`src/rtl/regfile_param.sv`:
```
// regfile_param: 2-read/1-write register file with per-register valid flags,
// a one-register-per-cycle clear sweep, and write-first bypass (REGFILE_BYPASS_EN).
module regfile_param #(
  parameter int N = 10,
  parameter int DEPTH = 4,
  localparam int AW = $clog2(DEPTH)
) (
  input  logic             CLKb,
  input  logic             RST,
  input  logic [N-1:0]     D,
  input  logic             ENW,
  input  logic [AW-1:0]    WRA,
  input  logic             ENR0,
  input  logic [AW-1:0]    RDA0,
  input  logic             ENR1,
  input  logic [AW-1:0]    RDA1,
  input  logic             CLR,
  output logic [N-1:0]     Q0,
  output logic [N-1:0]     Q1,
  output logic [DEPTH-1:0] VLD,
  output logic             BUSY
);

  if (DEPTH < 2 || (DEPTH & (DEPTH - 1)) != 0) begin : g_bad_depth
    $fatal(1, "regfile_param: DEPTH must be a power of two >= 2");
  end

  typedef enum logic {
    IDLE  = 1'b0,
    SWEEP = 1'b1
  } state_t;

  state_t          state_q, state_d;
  logic [AW-1:0]   ptr_q, ptr_d;
  logic [N-1:0]    mem_q [DEPTH];
  logic [DEPTH-1:0] vld_q;
  logic            wr_ok;

  // A write lands only when idle and not displaced by a clear request.
  assign wr_ok = (state_q == IDLE) && ENW && !CLR;

  assign BUSY = (state_q == SWEEP);
  assign VLD  = vld_q;

  // Sweep sequencer: next state and pointer.
  always_comb begin
    state_d = state_q;
    ptr_d   = ptr_q;
    unique case (state_q)
      IDLE: begin
        if (CLR) begin
          state_d = SWEEP;
          ptr_d   = '0;
        end
      end
      SWEEP: begin
        ptr_d = ptr_q + 1'b1;
        if (ptr_q == AW'(DEPTH - 1)) begin
          state_d = IDLE;
        end
      end
      default: begin
        state_d = IDLE;
      end
    endcase
  end

  // State and sweep pointer registers.
  always_ff @(posedge CLKb or posedge RST) begin
    if (RST) begin
      state_q <= IDLE;
      ptr_q   <= '0;
    end else begin
      state_q <= state_d;
      ptr_q   <= ptr_d;
    end
  end

  // Storage and valid flags: sweep clears one entry per edge, else write.
  always_ff @(posedge CLKb or posedge RST) begin
    if (RST) begin
      for (int i = 0; i < DEPTH; i++) begin
        mem_q[i] <= '0;
      end
      vld_q <= '0;
    end else if (state_q == SWEEP) begin
      mem_q[ptr_q] <= '0;
      vld_q[ptr_q] <= 1'b0;
    end else if (wr_ok) begin
      mem_q[WRA] <= D;
      vld_q[WRA] <= 1'b1;
    end
  end

  // Read muxes: zero when disabled, optional forwarding of the accepted write.
  always_comb begin
    Q0 = '0;
    Q1 = '0;
    if (ENR0) begin
      Q0 = mem_q[RDA0];
`ifdef REGFILE_BYPASS_EN
      if (wr_ok && RDA0 == WRA) begin
        Q0 = D;
      end
`else
`endif
    end
    if (ENR1) begin
      Q1 = mem_q[RDA1];
`ifdef REGFILE_BYPASS_EN
      if (wr_ok && RDA1 == WRA) begin
        Q1 = D;
      end
`else
`endif
    end
  end

endmodule

```
`config.mk`:
```
export PLATFORM = sky130hd
export DESIGN_NAME = regfile_param
export DESIGN_NICKNAME = d
export VERILOG_FILES = /design/src/rtl/regfile_param.sv
export SDC_FILE = /design/constraint.sdc
export NUM_CORES = 1
export LEC_CHECK = 0
export ABC_AREA = 1
export CAP_MARGIN = 30
export CORE_ASPECT_RATIO = 0.9
export CORE_UTILIZATION = 30
export CTS_CLUSTER_SIZE = 8
export DETAILED_ROUTE_END_ITERATION = 10
export HOLD_SLACK_MARGIN = 0.05
export SLEW_MARGIN = 25
export SYNTH_ARGS = -nofsm -noshare
export SYNTH_HDL_FRONTEND = slang
export SYNTH_SLANG_ARGS = --single-unit
```
`constraint.sdc`:
```
create_clock -name CLKb -period 2.3 [get_ports CLKb]
set_input_delay 0.69 -clock CLKb [delete_from_list [all_inputs] [get_ports CLKb]]
set_output_delay 0.69 -clock CLKb [all_outputs]
set_load 0.05 [all_outputs]
```
==> run summary, run 1 <==
status = finished, final reports clean
crit end category = primary output
Worst Path Arrival = 1.58 ns
Synth Cell Area = 0.00353 mm2
number of H-tree levels = 2
final worst slack = 0.0283 ns
die area = 0.0122 mm2
combinational share of power = 51.0%
CTS Hold Buffers Added = 0
flops & latches, synth = 47
final core occ = 44.4%
CP startpoint kind = input port
Synth Area per Inst = 6.21 um2
Fin Hold WS = 0.522 ns
n_diodes = 0
hold-critical path depth = 2
clk buf depth = 2
std cell rows = 37
Layout Nets = 636
Clock Sinks = 47
largest net degree at the start of global routing = 51
post-route ant nets = 0
Pint = 2.62 mW
Synth Area in Simple Gates = 47.7%
Sw Pwr = 2.31 mW
WL final = 12200 um
Synth cell types = 19
Synthesized Nets = 594
DR pass1 iterations = 5
Initial Utilization = 30.9%
CTS root buffer = clkbuf_16
Yosys warning count = 0
final RePlAce weighted congestion = 0.863
Reg power frac = 29.8%
largest family of logic cells by synthesized area = simple AND/OR/NAND/NOR gates
layout cells sized above 1 = 21.3%
Synth Instances = 568
multi-input logic area = 0.00225 mm2
wire length per cell = 15.9 um
routing usage on met3 = 3.19%
most frequent cells in the layout = 243 x nand2_1, 92 x nand3_1, 60 x inv_1
met1 Usage GRT = 31.5%
Power Dens Cells = 972 mW/mm2
Worst R2R Start = BUSY$_DFF_PP0_
WP data required = 1.61 ns
Largest stage delay, worst path = 0.26 ns
drc violations = 0
Synth top area share = 33.3%
Place WS = -0.383 ns
Syn-to-layout area delta = 43.8%
multiplexer share of the synthesized area = 0%
CP Cell Sequence = clkdlybuf4s15_2 > buf_6 > nand3_2 > a21oi_4 > buf_12
setup TNS = 0 ns
final setup violating endpoints = 0
initial antenna violation count = 0
vias in the first global route = 3743
max cap viols = 0
total grt overflow = 0
area leader, netlist = dfrtp_1
Die H = 105 um
fin. max-slew vios = 0
Final Cycle Share = 98.8%
Sw Share = 46.8%
GR Util All Layers = 21.7%
unrepaired setup endpoints after global routing = no
Critical Path Fanout Max = 5
ranking of synthesized cells by area = dfrtp_1 33%, nand2_1 26%, nand3_1 16%
Synth Area in XOR/XNOR = 0%
final hold vios = 0
clk_lat worst skew = 0.29 ns
WS Path Type = input port to primary output
Iter 0 DRT Violations = 380
Hold Path End = VLD[2]$_DFFE_PP0P_
maximum clock rate = 440 MHz
fin crit period = 2.27 ns
Filler cells = 1177
port buffer count = 46
Die Wd = 116 um
commonest non-fill, non-tap cell in the layout = nand2_1
Max stage delay cell, worst path = clkdlybuf4s15_2
Reg2Reg Depth = 6
Vias/cell = 4.99
FF-to-FF setup slack = 0.62 ns
io pins = 47
CTS tree = built
Detailed Place HPWL = 8570 um
core area = 0.0114 mm2
final clock skew = 0.00427 ns
Hold/Removal Path Class = flop to flop
GR peak layer = met2
sequential-to-total area share from yosys stat = 33.3%
peak supply drop = 0.000397 V
final instance area = 0.00507 mm2
Leak = 2.52 nW
Synth Area in Compound Gates = 4.50%
Worst Max-Slew Pin Slew = 0.553 ns
storage element area = 0.00118 mm2
placed cell area = 0.00447 mm2
relative slew slack = 63.1%
worst r2r dst = mem_q[26]$_DFFE_PP0P_
total CTS buffers = 5
clk slew on worst S/H paths = 0.06 ns
Global Route met2 Usage = 33.2%
hold path startpoint = VLD[2]$_DFFE_PP0P_
via count = 3831
first-pass GRT wire length = 20400 um
Clk pwr share = 19.2%
Synth Area in Adders = 1.42%
-- cell families after synthesis --
kind of cell,after synthesis
adders and majority gates,4
buffers and inverters,100
AOI/OAI and AO/OA,31
DFF,47
and+or+nand+nor,386
-- Yosys cell counts --
cell,n
buf_2,19
dfrtp_1,47
a22o_1,1
nand2_1,249
clkinv_1,4
ha_1,4
clkbuf_1,5
buf_4,1
nor2_1,4
buf_8,1
inv_1,63
inv_4,1
buf_6,6
nor2_2,3
nand2_2,6
o21ai_0,9
nor2_4,9
nand3_1,115
a21oi_1,21
-- worst max-delay path: cells and delay by family --
family / cells / cell delay (ns)
AOI/OAI and AO/OA: 1 / 0.19
buffers and inverters: 3 / 0.56
and+or+nand+nor: 1 / 0.13
-- power by group through the flow --
stage / Combinational [mW] / Clock, mW / Sequential (mW)
floorplan: 1.57 / 0 / 1.44
global placement: 2.30 / 0 / 1.45
detailed placement: 2.33 / 0 / 1.47
CTS: 2.51 / 0.966 / 1.46
global route: 2.78 / 0.999 / 1.51
finish: 2.52 / 0.947 / 1.47
-- stage by stage --
step	instances	power, mW
5_1_grt	767	5.29
2_1_floorplan	568	3.01
3_5_place_dp	755	3.80
3_3_place_gp	755	3.75
6_report	767	4.93
4_1_cts	767	4.93
-- per-layer routing --
layer / up-vias / wire length [um] / part of all wire, %
li1: 1855 / - / -
met5: - / 0 / 0
met1: 1777 / 5520 / 45
met4: 0 / 251 / 2.1
met2: 176 / 5540 / 45
met3: 23 / 900 / 7.4
-- worst max path at each step --
stage	from	endpoint	slack (ns)	cells past startpoint
3_5_place_dp	RDA1[1]	Q1[5]	-0.38	5
2_1_floorplan	RDA0[1]	Q0[0]	0.03	3
5_1_grt	RDA0[1]	Q0[6]	0.01	5
6_report	RDA0[1]	Q0[6]	0.03	5
3_3_place_gp	RDA1[1]	Q1[8]	-0.35	5
4_1_cts	RDA1[1]	Q1[0]	0.0007	5
-- state kept, by name (all words and copies together), names as in the netlist --
name   cells
mem_q     40
VLD        4
ptr_q      2
BUSY       1
-- what timing repair did --
item,4_1_cts,5_1_grt
gates cloned,4,0
pin swaps,18,2
buffers inserted,0,0
gates resized for setup,83,2
setup endpoints to repair,20,11
-- area by class of cell --
| type | count | share of cell area [%] |
|---|---|---|
| Timing Repair Buffer | 67 | 19.5 |
| Sequential cell | 47 | 23.2 |
| Clock buffer | 5 | 2.47 |
| Tap cell | 156 | 3.85 |
| Inverter | 68 | 5.37 |
| Multi-Input combinational cell | 421 | 44.3 |
| Clock inverter | 3 | 1.33 |
No activity file was read; power rests on OpenSTA's default activity.
==> inputs of run 2 (changes only) <==
--- a/config.mk
+++ b/config.mk
@@ -7,11 +7,15 @@
 export LEC_CHECK = 0
 export ABC_AREA = 1
 export CAP_MARGIN = 30
-export CORE_ASPECT_RATIO = 0.9
+export CELL_PAD_IN_SITES_DETAIL_PLACEMENT = 0
+export CELL_PAD_IN_SITES_GLOBAL_PLACEMENT = 2
+export CORE_ASPECT_RATIO = 1.5
 export CORE_UTILIZATION = 30
 export CTS_CLUSTER_SIZE = 8
 export DETAILED_ROUTE_END_ITERATION = 10
 export HOLD_SLACK_MARGIN = 0.05
+export PLACE_DENSITY_LB_ADDON = 0.1
+export RECOVER_POWER = 50
 export SLEW_MARGIN = 25
 export SYNTH_ARGS = -nofsm -noshare
 export SYNTH_HDL_FRONTEND = slang
==> run summary, run 2 (synthesis gave the netlist of run 1 again) <==
io pins = 47
final RePlAce weighted congestion = 0.870
Critical Path Fanout Max = 5
Layout Nets = 642
Die Wd = 90.6 um
final hold vios = 0
largest net degree at the start of global routing = 44
Power Dens Cells = 1000 mW/mm2
Clk pwr share = 19.6%
GR Util All Layers = 22.6%
first-pass GRT wire length = 21100 um
Clock Sinks = 47
unrepaired setup endpoints after global routing = yes
wire length per cell = 17.2 um
fin. max-slew vios = 0
Setup Buffers After CTS = 0
final instance area = 0.00492 mm2
worst setup path end = Q1[5]
via count = 3759
number of flip-flops in the largest register = 40
hold path startpoint = VLD[0]$_DFFE_PP0P_
n_diodes = 0
maximum clock rate = 435 MHz
Sw Pwr = 2.33 mW
commonest non-fill, non-tap cell in the layout = nand2_1
core area = 0.0115 mm2
hold-critical path depth = 2
CTS tree = built
Total Power = 4.93 mW
WP data required = 1.61 ns
WL final = 13200 um
Largest stage delay, worst path = 0.24 ns
clk slew on worst S/H paths = 0.07 ns
Reg2Reg Depth = 4
Syn-to-layout area delta = 39.3%
clk_lat worst skew = 0.29 ns
Hold/Removal Path Class = flop to flop
post-route ant nets = 0
status = finished, final reports clean
WS Path Type = input port to primary output
Worst R2R Start = BUSY$_DFF_PP0_
CP delay by family, top = buffers and inverters
FF-to-FF setup slack = 0.70 ns
layout cells sized above 1 = 18.5%
fin crit period = 2.30 ns
CP startpoint = RDA1[1]
Worst Path Arrival = 1.61 ns
worst r2r dst = mem_q[34]$_DFFE_PP0P_
Fin Hold WS = 0.524 ns
crit end category = primary output
Vias/cell = 4.90
Reg power frac = 29.6%
CTS root buffer = clkbuf_16
total grt overflow = 0
vias in the first global route = 3684
CP Cell Sequence = clkdlybuf4s15_2 > buf_6 > nand3_2 > a21oi_4 > buf_12
total CTS buffers = 5
Max stage delay cell, worst path = clkdlybuf4s15_2
peak supply drop = 0.000625 V
std cell rows = 48
die area = 0.0122 mm2
max cap viols = 0
Worst Max-Slew Pin Slew = 0.572 ns
Detailed Place HPWL = 9570 um
Final Cycle Share = 100%
drc violations = 0
number of H-tree levels = 2
Initial Utilization = 30.8%
Critical Path Stages = 5
placed cell area = 0.00448 mm2
most flop-heavy register = mem_q
Pint = 2.60 mW
final setup violating endpoints = 0
CTS Hold Buffers Added = 0
Iter 0 DRT Violations = 327
WP buf/inv = 3
relative slew slack = 61.8%
most frequent cells in the layout = 250 x nand2_1, 105 x nand3_1, 61 x inv_1
DR pass1 iterations = 4
initial antenna violation count = 0
combinational share of power = 50.9%
final clock skew = 0.00487 ns
Die H = 135 um
CP startpoint kind = input port
clk buf depth = 2
Leak = 2.49 nW
Sw Share = 47.2%
port buffer count = 46
## run 2: changes by cell type in the layout (fill, tap and decap cells not counted), sizes merged
cell           before  now
buf                44   49
clkbuf              6    7
clkdlybuf4s50      19   17
dlygate4sd3         0    2
## run 2: routing by layer
layer | global-route usage, % | vias to the layer above | part of all wire, %
li1 | - | 1860 | -
met1 | 28.6 | 1746 | 42
met2 | 37.7 | 126 | 49
met3 | 2.42 | 27 | 3.8
met4 | 12.2 | 0 | 4.8
met5 | 0 | - | 0
## run 2: through the flow
step                      worst slack, ns  util [%]  cells  TNS [ns]
after floorplan                    0.0349         -    568         0
after global placement             -0.431      39.0    756     -7.14
after detailed placement           -0.448      39.0    756     -7.11
after CTS                        0.000129      43.1    767         0
after global routing             -0.00167      42.9    767  -0.00167
final                            0.000693      42.9    767         0
## run 2: worst min-delay path by stage
stage                     slack (ns)                     to
after floorplan                 0.50  mem_q[10]$_DFFE_PP0P_
after global placement          0.50     VLD[0]$_DFFE_PP0P_
after detailed placement        0.50     VLD[1]$_DFFE_PP0P_
after CTS                       0.53     VLD[1]$_DFFE_PP0P_
after global routing            0.56     VLD[1]$_DFFE_PP0P_
final                           0.52     VLD[0]$_DFFE_PP0P_
## run 2: area by class of cell
| class | instances | area [um2] |
|---|---|---|
| Multi-Input combinational cell | 421 | 2160 |
| Clock inverter | 3 | 67.6 |
| Inverter | 68 | 270 |
| Timing Repair Buffer | 73 | 931 |
| Sequential cell | 47 | 1180 |
| Tap cell | 150 | 188 |
| Clock buffer | 5 | 125 |
| Fill cell | 1193 | 6560 |
## run 2: worst min-delay path, cell delays in order (launching register included)
cell and delay (ns):
dfrtp_1 0.34, o21ai_0 0.07, o21ai_0 0.07
## run 2: power by group through the flow
stage / sequential [mW] / combinational, mW / clock (mW)
6_report: 1.46 / 2.51 / 0.965
2_1_floorplan: 1.44 / 1.57 / 0
3_5_place_dp: 1.47 / 2.41 / 0
3_3_place_gp: 1.46 / 2.40 / 0
4_1_cts: 1.45 / 2.54 / 0.989
5_1_grt: 1.51 / 2.77 / 1.01
## run 2: repair_timing
| action | 4_1_cts | 5_1_grt |
|---|---|---|
| resized for setup | 63 | 2 |
| pin swaps | 9 | 1 |
| cloned | 3 | 0 |
| endpoints found under the setup margin | 20 | 9 |
==> inputs of run 3 (changes only) <==
--- a/config.mk
+++ b/config.mk
@@ -10,6 +10,7 @@
 export CELL_PAD_IN_SITES_DETAIL_PLACEMENT = 0
 export CELL_PAD_IN_SITES_GLOBAL_PLACEMENT = 2
 export CORE_ASPECT_RATIO = 1.5
+export CORE_MARGIN = 2
 export CORE_UTILIZATION = 30
 export CTS_CLUSTER_SIZE = 8
 export DETAILED_ROUTE_END_ITERATION = 10
==> run summary, run 3 (synthesis gave the netlist of run 1 again) <==
number of flip-flops in the largest register = 40
Setup Buffers After CTS = 0
GR Util All Layers = 22.0%
io pins = 47
die area = 0.0127 mm2
combinational share of power = 51.2%
WS Path Type = input port to primary output
clk_lat worst skew = 0.30 ns
CTS tree = built
post-route ant nets = 0
Power Dens Cells = 1010 mW/mm2
maximum clock rate = 441 MHz
met3 WL = 710 um
status = finished, final reports clean
final RePlAce weighted congestion = 0.850
met1 WL = 5500 um
metal2 WL = 6810 um
final clock skew = 0.00723 ns
relative slew slack = 57.5%
vias in the first global route = 3629
storage element area = 0.00118 mm2
Filler cells = 1230
hold-critical path depth = 2
Final Cycle Share = 98.7%
Reg power frac = 29.3%
port buffer count = 46
number of H-tree levels = 2
clk buf depth = 2
peak supply drop = 0.000574 V
Die H = 137 um
initial antenna violation count = 0
Die Wd = 92.6 um
most flop-heavy register = mem_q
Critical Path Fanout Max = 5
Final Non-Filler Cells = 769
via count = 3818
placed cells = 759
drc violations = 0
CTS Hold Buffers Added = 0
Syn-to-layout area delta = 40.7%
core area = 0.0115 mm2
layout cells sized above 1 = 19.5%
Sw Share = 47.5%
Hold/Removal Path Class = flop to flop
Layout Nets = 644
fin crit period = 2.27 ns
WP data required = 1.61 ns
WL final = 13600 um
top sig layer = met4
Vias/cell = 4.96
total CTS buffers = 5
unrepaired setup endpoints after global routing = no
Detailed Place HPWL = 9920 um
n_diodes = 0
Clock Sinks = 47
CP startpoint kind = input port
total grt overflow = 0
Worst Path Arrival = 1.58 ns
most frequent cells in the layout = 248 x nand2_1, 102 x nand3_1, 61 x inv_1
std cell rows = 48
CTS root buffer = clkbuf_16
Worst Max-Slew Pin Slew = 0.637 ns
Clk pwr share = 19.5%
final hold vios = 0
largest net degree at the start of global routing = 38
Initial Utilization = 30.8%
Sw Pwr = 2.38 mW
first-pass GRT wire length = 21000 um
Pint = 2.62 mW
final worst slack = 0.0302 ns
crit end category = primary output
Place WS = -0.407 ns
commonest non-fill, non-tap cell in the layout = nand2_1
Reg2Reg Depth = 4
final setup violating endpoints = 0
multi-input logic area = 0.00218 mm2
clk slew on worst S/H paths = 0.07 ns
wire length per cell = 17.7 um
fin. max-slew vios = 0
DR pass1 iterations = 5
Leak = 2.51 nW
max cap viols = 0
Iter 0 DRT Violations = 326
## run 3: cell count changes in the layout (fill, tap and decap cells not counted)
cell,before,now
buf_2,4,3
nand2_1,250,248
buf_4,13,16
nand3_2,10,13
buf_8,1,2
nand2_2,5,7
nand3_1,105,102
clkbuf_2,1,0
inv_4,3,2
clkinv_4,1,2
## run 3: metal layers
metal	track usage, %	vias up
li1	-	1866
met1	27.1	1782
met2	38.4	144
met4	10.0	0
met5	0	-
met3	2.37	26
## run 3: cell type report
class | count | share of cell area, %
Sequential cell | 47 | 23.7
Timing Repair Buffer | 75 | 19.3
Inverter | 68 | 5.49
Multi-Input combinational cell | 421 | 43.8
Clock buffer | 5 | 2.52
Tap cell | 150 | 3.78
Clock inverter | 3 | 1.36
## run 3: through the flow
step | TNS [ns] | cell area, um2 | power [mW] | hold WS [ns] | utilization, %
floorplan | 0 | 3600 | 3.01 | 0.497 | -
global placement | -6.83 | 4500 | 3.89 | 0.502 | 39.2
detailed placement | -6.86 | 4500 | 3.91 | 0.503 | 39.2
CTS | 0 | 4990 | 5.02 | 0.531 | 43.5
global route | 0 | 4970 | 5.31 | 0.544 | 43.3
finish | 0 | 4970 | 5.00 | 0.522 | 43.3
## run 3: path summary, 6_finish.rpt
check,slack (ns),from,to
max in group asynchronous,0.41,RST,BUSY$_DFF_PP0_
min in group asynchronous,0.90,RST,mem_q[0]$_DFFE_PP0P_
min,0.52,VLD[1]$_DFFE_PP0P_,VLD[1]$_DFFE_PP0P_
min reg2reg,0.52,VLD[1]$_DFFE_PP0P_,VLD[1]$_DFFE_PP0P_
max,0.03,RDA1[1],Q1[1]
max reg2reg,0.63,BUSY$_DFF_PP0_,mem_q[4]$_DFFE_PP0P_
## run 3: timing repair
action	in CTS	in global routing
pin swaps	15	5
endpoints found under the setup margin	20	5
gates cloned	2	0
gates resized for setup	72	3
## run 3: critical path: stages
cell and delay, ns:
clkdlybuf4s15_2 0.25, buf_6 0.15, nand3_1 0.13, a21oi_4 0.20, buf_12 0.16
## run 3: power by group through the flow
stage / sequential (mW) / combinational (mW) / clock, mW
floorplan: 1.44 / 1.57 / 0
global placement: 1.46 / 2.43 / 0
detailed placement: 1.47 / 2.44 / 0
CTS: 1.46 / 2.57 / 0.988
global route: 1.51 / 2.78 / 1.02
finish: 1.46 / 2.56 / 0.977
==> RTL edit 1 (flow settings as in run 3) <==
Build with the macro `REGFILE_BYPASS_EN` defined.
--- a/src/rtl/regfile_param.sv
+++ b/src/rtl/regfile_param.sv
@@ -1,5 +1,7 @@
 // regfile_param: 2-read/1-write register file with per-register valid flags,
 // a one-register-per-cycle clear sweep, and write-first bypass (REGFILE_BYPASS_EN).
+`define REGFILE_BYPASS_EN
+
 module regfile_param #(
   parameter int N = 10,
   parameter int DEPTH = 4,
Formal check against the unedited RTL: not equivalent (a bounded check fails within 4 cycles, from zero or initial values and one cycle with RST high).
==> RTL edit 1 against run 3 <==
- the flow now finishes with violations (negative setup slack)
- utilization grew 8.0 points
- synthesized area shrank 13%
- count of clock-buffer cells in the layout is the same
- cell area grew 3.6%
- register-to-register slack gained 0.18 ns
- combinational power shrank 40%
- highest routed layer unchanged
- via count shrank 9.2%
- power shrank 30%
- sequential cell count is the same
- sequential power shrank 23%
- worst setup slack lost 0.11 ns
- wire length shrank 9.0%
==> RTL edit 1: results (changes against run 3) <==
| Metric | Value |
|---|---|
| Status | `finished, violations left (was finished, final reports clean)` |
| Failing checks | `negative setup slack` |
| Crit path DAT | `1.69 ns (was 1.58 ns)` |
| Finished Layout Cells | `667 (was 769)` |
| Synthesized Nets | `491 (was 594)` |
| Hold WS | `0.484 ns (was 0.522 ns)` |
| First-pass GRT wire length | `19200 um (was 21000 um)` |
| R2R Path Start | `ptr_q[0] (was BUSY)` |
| Vias in the first global route | `3478 (was 3629)` |
| Setup slack, reg-to-reg | `0.81 ns (was 0.63 ns)` |
| Post-synth top cells | `173 x nand2_1, 100 x nand3_1, 47 x dfrtp_1, 40 x o21ai_0, 39 x inv_1 (was 249 x nand2_1, 115 x nand3_1, 63 x inv_1, 47 x dfrtp_1, 21 x a21oi_1)` |
| GR Layer Usage met1 | `28.2% (was 27.1%)` |
| Nets | `575 (was 644)` |
| Slew @ Worst Pin | `1.26 ns (was 0.637 ns)` |
| Pin count of the biggest net entering global routing | `48 (was 38)` |
| Lkg Pwr | `2.34 nW (was 2.51 nW)` |
| Detailed Route Iter0 Violations | `235 (was 326)` |
| Grt met2 use | `42.1% (was 38.4%)` |
| Final setup vio count | `20 (was 0)` |
| Final Wtd Congestion | `0.851 (was 0.850)` |
| Worst Slack Setup Final | `-0.0846 ns (was 0.0302 ns)` |
| Post-synthesis sequential area ratio | `38.5% (was 33.3%)` |
| Post-synthesis instance total | `465 (was 568)` |
| FILL cells | `996 (was 1230)` |
| Final TNS setup | `-1.02 ns (was 0 ns)` |
| Vias per std cell | `5.19 (was 4.96)` |
| Pre-CTS setup slack | `-0.627 ns (was -0.407 ns)` |
| Placed instance count | `646 (was 759)` |
| Max reg flops | `40 (unchanged)` |
| DR pass1 iterations | `4 (was 5)` |
| GRT Util Overall | `23.4% (was 22.0%)` |
RTL edit 1: worst paths after layout:
check / to / cells after the start
hold reg to reg: VLD[1] / 2
min in group asynchronous: VLD[1] / 3
hold / removal: VLD[1] / 2
max in group asynchronous: BUSY / 3
setup / recovery: Q1[6] / 10
setup reg to reg: mem_q[19] / 5
RTL edit 1: repair_timing:
item                                    in CTS  in global routing
buffers inserted                             8                  0
gates cloned                                 5                  1
resized for setup                          128                 66
endpoints found under the setup margin      20                 20
pin swaps                                   41                 32
RTL edit 1: cell type report:
| class | instances | area [um^2] | area share (%) |
|---|---|---|---|
| multi-input combinational | 351 | 2120 | 41.2 |
| inverter | 40 | 185 | 3.60 |
| clock inverter | 3 | 43.8 | 0.852 |
| timing repair buffer | 104 | 1350 | 26.2 |
| sequential | 47 | 1180 | 22.9 |
| clock buffer | 5 | 125 | 2.43 |
| tap | 117 | 146 | 2.85 |
RTL edit 1: where the power goes:
group,switching (mW),leakage (nW),internal [mW]
logic,0.944,1.62,0.586
clock network,0.341,0.0838,0.514
registers,0.145,0.641,0.989
total,1.43,2.34,2.09
RTL edit 1: cell families (layout without fill, tap and decap cells):
family | count (synthesis) | in the layout | share of synthesized area, %
simple gates | 303 | 305 | 43.8
compound gates | 42 | 42 | 7.00
fa+ha+maj | 4 | 4 | 1.64
flops | 47 | 47 | 38.5
buf+inv | 69 | 152 | 9.12
RTL edit 1: critical path, stage by stage:
cell and delay [ns]:
buf_8 0.11, buf_6 0.11, nand2_2 0.06, nand2_2 0.06, nor2_4 0.15, clkbuf_16 0.19
nand3_2 0.06, nand2_2 0.09, nor2_4 0.04, buf_12 0.14
RTL edit 1: metal layers:
metal  vias to the layer above  wire length, um
met1                      1683             4710
met3                        21              480
met5                         -                0
li1                       1670                -
met4                         0              455
met2                        91             6700
==> RTL edit 2 (settings of run 3) <==
Made on the original files. Reset style: synchronous (`RST`), changed in 2 clocked blocks.
--- a/src/rtl/regfile_param.sv
+++ b/src/rtl/regfile_param.sv
@@ -66,7 +66,7 @@
   end
 
   // State and sweep pointer registers.
-  always_ff @(posedge CLKb or posedge RST) begin
+  always_ff @(posedge CLKb) begin
     if (RST) begin
       state_q <= IDLE;
       ptr_q   <= '0;
@@ -77,7 +77,7 @@
   end
 
   // Storage and valid flags: sweep clears one entry per edge, else write.
-  always_ff @(posedge CLKb or posedge RST) begin
+  always_ff @(posedge CLKb) begin
     if (RST) begin
       for (int i = 0; i < DEPTH; i++) begin
         mem_q[i] <= '0;
Formal check against the unedited RTL: differs if RST is asserted again (counterexample within 4 cycles, from zero or initial values and one cycle with RST high); with RST held inactive, the same outputs for 4 cycles.
==> RTL edit 2 against run 3 <==
- cell area shrank 14%
- sequential cell count is the same
- worst setup slack got worse by 0.0092 ns
- first-iteration DRC count shrank 38%
- power decreased by 47%
- non-clock buffer count grew 10
- die area is 26% lower
- synthesized area down 27%
- critical endpoint is now Q1[3]
- wire length shrank 32%
==> RTL edit 2: results (changes against run 3) <==
| Metric | Value |
|---|---|
| Post-synth EDFFs | `40 (was 0)` |
| Adder-cell share of the synthesized area | `1.94% (was 1.42%)` |
| CTS resizes | `71 (was 72)` |
| Top cells by area, synth | `edfxtp_1 46%, a21oi_1 8.3%, nand2_1 6.8% (was dfrtp_1 33%, nand2_1 26%, nand3_1 16%)` |
| Layout Skew | `0.00391 ns (was 0.00723 ns)` |
| Vias in the first global route | `2523 (was 3629)` |
| Post-synth ARST share | `0% (was 100%)` |
| Routed wl met2 | `5330 um (was 6810 um)` |
| CTS Root Cell | `clkbuf_16 (unchanged)` |
| Vias | `2378 (was 3818)` |
| Post-synth top cells | `47 x nand2_1, 43 x a21oi_1, 40 x edfxtp_1, 35 x inv_1, 25 x nor2_1 (was 249 x nand2_1, 115 x nand3_1, 63 x inv_1, 47 x dfrtp_1, 21 x a21oi_1)` |
| Status | `finished, final reports clean (unchanged)` |
| Vias per std cell | `5.02 (was 4.96)` |
| Nets | `392 (was 644)` |
| Grt met2 use | `40.4% (was 38.4%)` |
| Placed instance count | `454 (was 759)` |
| Slowest cell on crit path | `a21oi_4 (was clkdlybuf4s15_2)` |
| DPL Wire Length | `5830 um (was 9920 um)` |
| VDD IR max | `320 uV (was 574 uV)` |
| Post-synth cell types | `26 (was 19)` |
| Post-synthesis sequential area ratio | `51.9% (was 33.3%)` |
| Pre-CTS setup slack | `-0.388 ns (was -0.407 ns)` |
| Placed Area | `3720 um^2 (was 4500 um^2)` |
| DR pass1 iterations | `4 (was 5)` |
| CP max stage delay | `0.18 ns (was 0.25 ns)` |
| Final WL | `9280 um (was 13600 um)` |
| Detailed Route Iter0 Violations | `202 (was 326)` |
| Number of diodes | `0 (unchanged)` |
| Clock transition at the registers of the reported paths | `0.06 ns` |
| GR Layer Usage met1 | `20.4% (was 27.1%)` |
| Pin count of the biggest net entering global routing | `21 (was 38)` |
| Biggest register | `mem_q (unchanged)` |
| Lkg Pwr | `1.67 nW (was 2.51 nW)` |
| GRT Util Overall | `20.7% (was 22.0%)` |
| Layout cells sized above 1 | `31.9% (was 19.5%)` |
| Max clock buf depth | `2 (unchanged)` |
| Final Wtd Congestion | `0.769 (was 0.850)` |
| Synthesized Nets | `317 (was 594)` |
| Grt met3 use | `3.99% (was 2.37%)` |
| Routed wl met3 | `425 um (was 710 um)` |
| Primary FF master, synth | `edfxtp_1 (was dfrtp_1)` |
| First-pass GRT wire length | `14000 um (was 21000 um)` |
| Worst Path Max Fanout | `10 (was 5)` |
| Clk Latency, worst-skew pair | `0.29 ns` |
| Post-synthesis instance total | `291 (was 568)` |
| Top sig layer | `met4 (unchanged)` |
| Sw power | `0.716 mW (was 2.38 mW)` |
| Relative slew slack | `66.7% (was 57.5%)` |
| Initial antenna violation count | `0 (unchanged)` |
| Wl on met1 | `3180 um (was 5500 um)` |
| Synth Area in XOR/XNOR | `0% (unchanged)` |
| Post-synthesis compound-gate area fraction | `18.6% (was 4.50%)` |
RTL edit 2: power by group through the flow:
stage	Combinational [mW]	Clock [mW]	Sequential [mW]
finish	0.703	0.919	1.01
global route	0.744	0.964	1.01
CTS	0.702	0.935	1.01
detailed placement	0.609	0	1.02
global placement	0.609	0	1.02
floorplan	0.306	0	1.02
RTL edit 2: layout make-up:
class | count | area [um^2]
Clock buffer | 6 | 129
Clock inverter | 2 | 60.1
Fill cell | 803 | 4120
Inverter | 40 | 153
Multi-Input combinational cell | 187 | 1260
Sequential cell | 47 | 1340
Tap cell | 107 | 134
Timing Repair Buffer | 85 | 1220
RTL edit 2: worst paths after layout:
path	from	end	slack (ns)	cells past startpoint
worst max-delay path	RDA1[1]	Q1[3]	0.02	6
worst min-delay path	VLD[0]	VLD[0]	0.47	2
worst max register to register	BUSY	mem_q[2][4]	0.59	7
worst min register to register	VLD[0]	VLD[0]	0.47	2
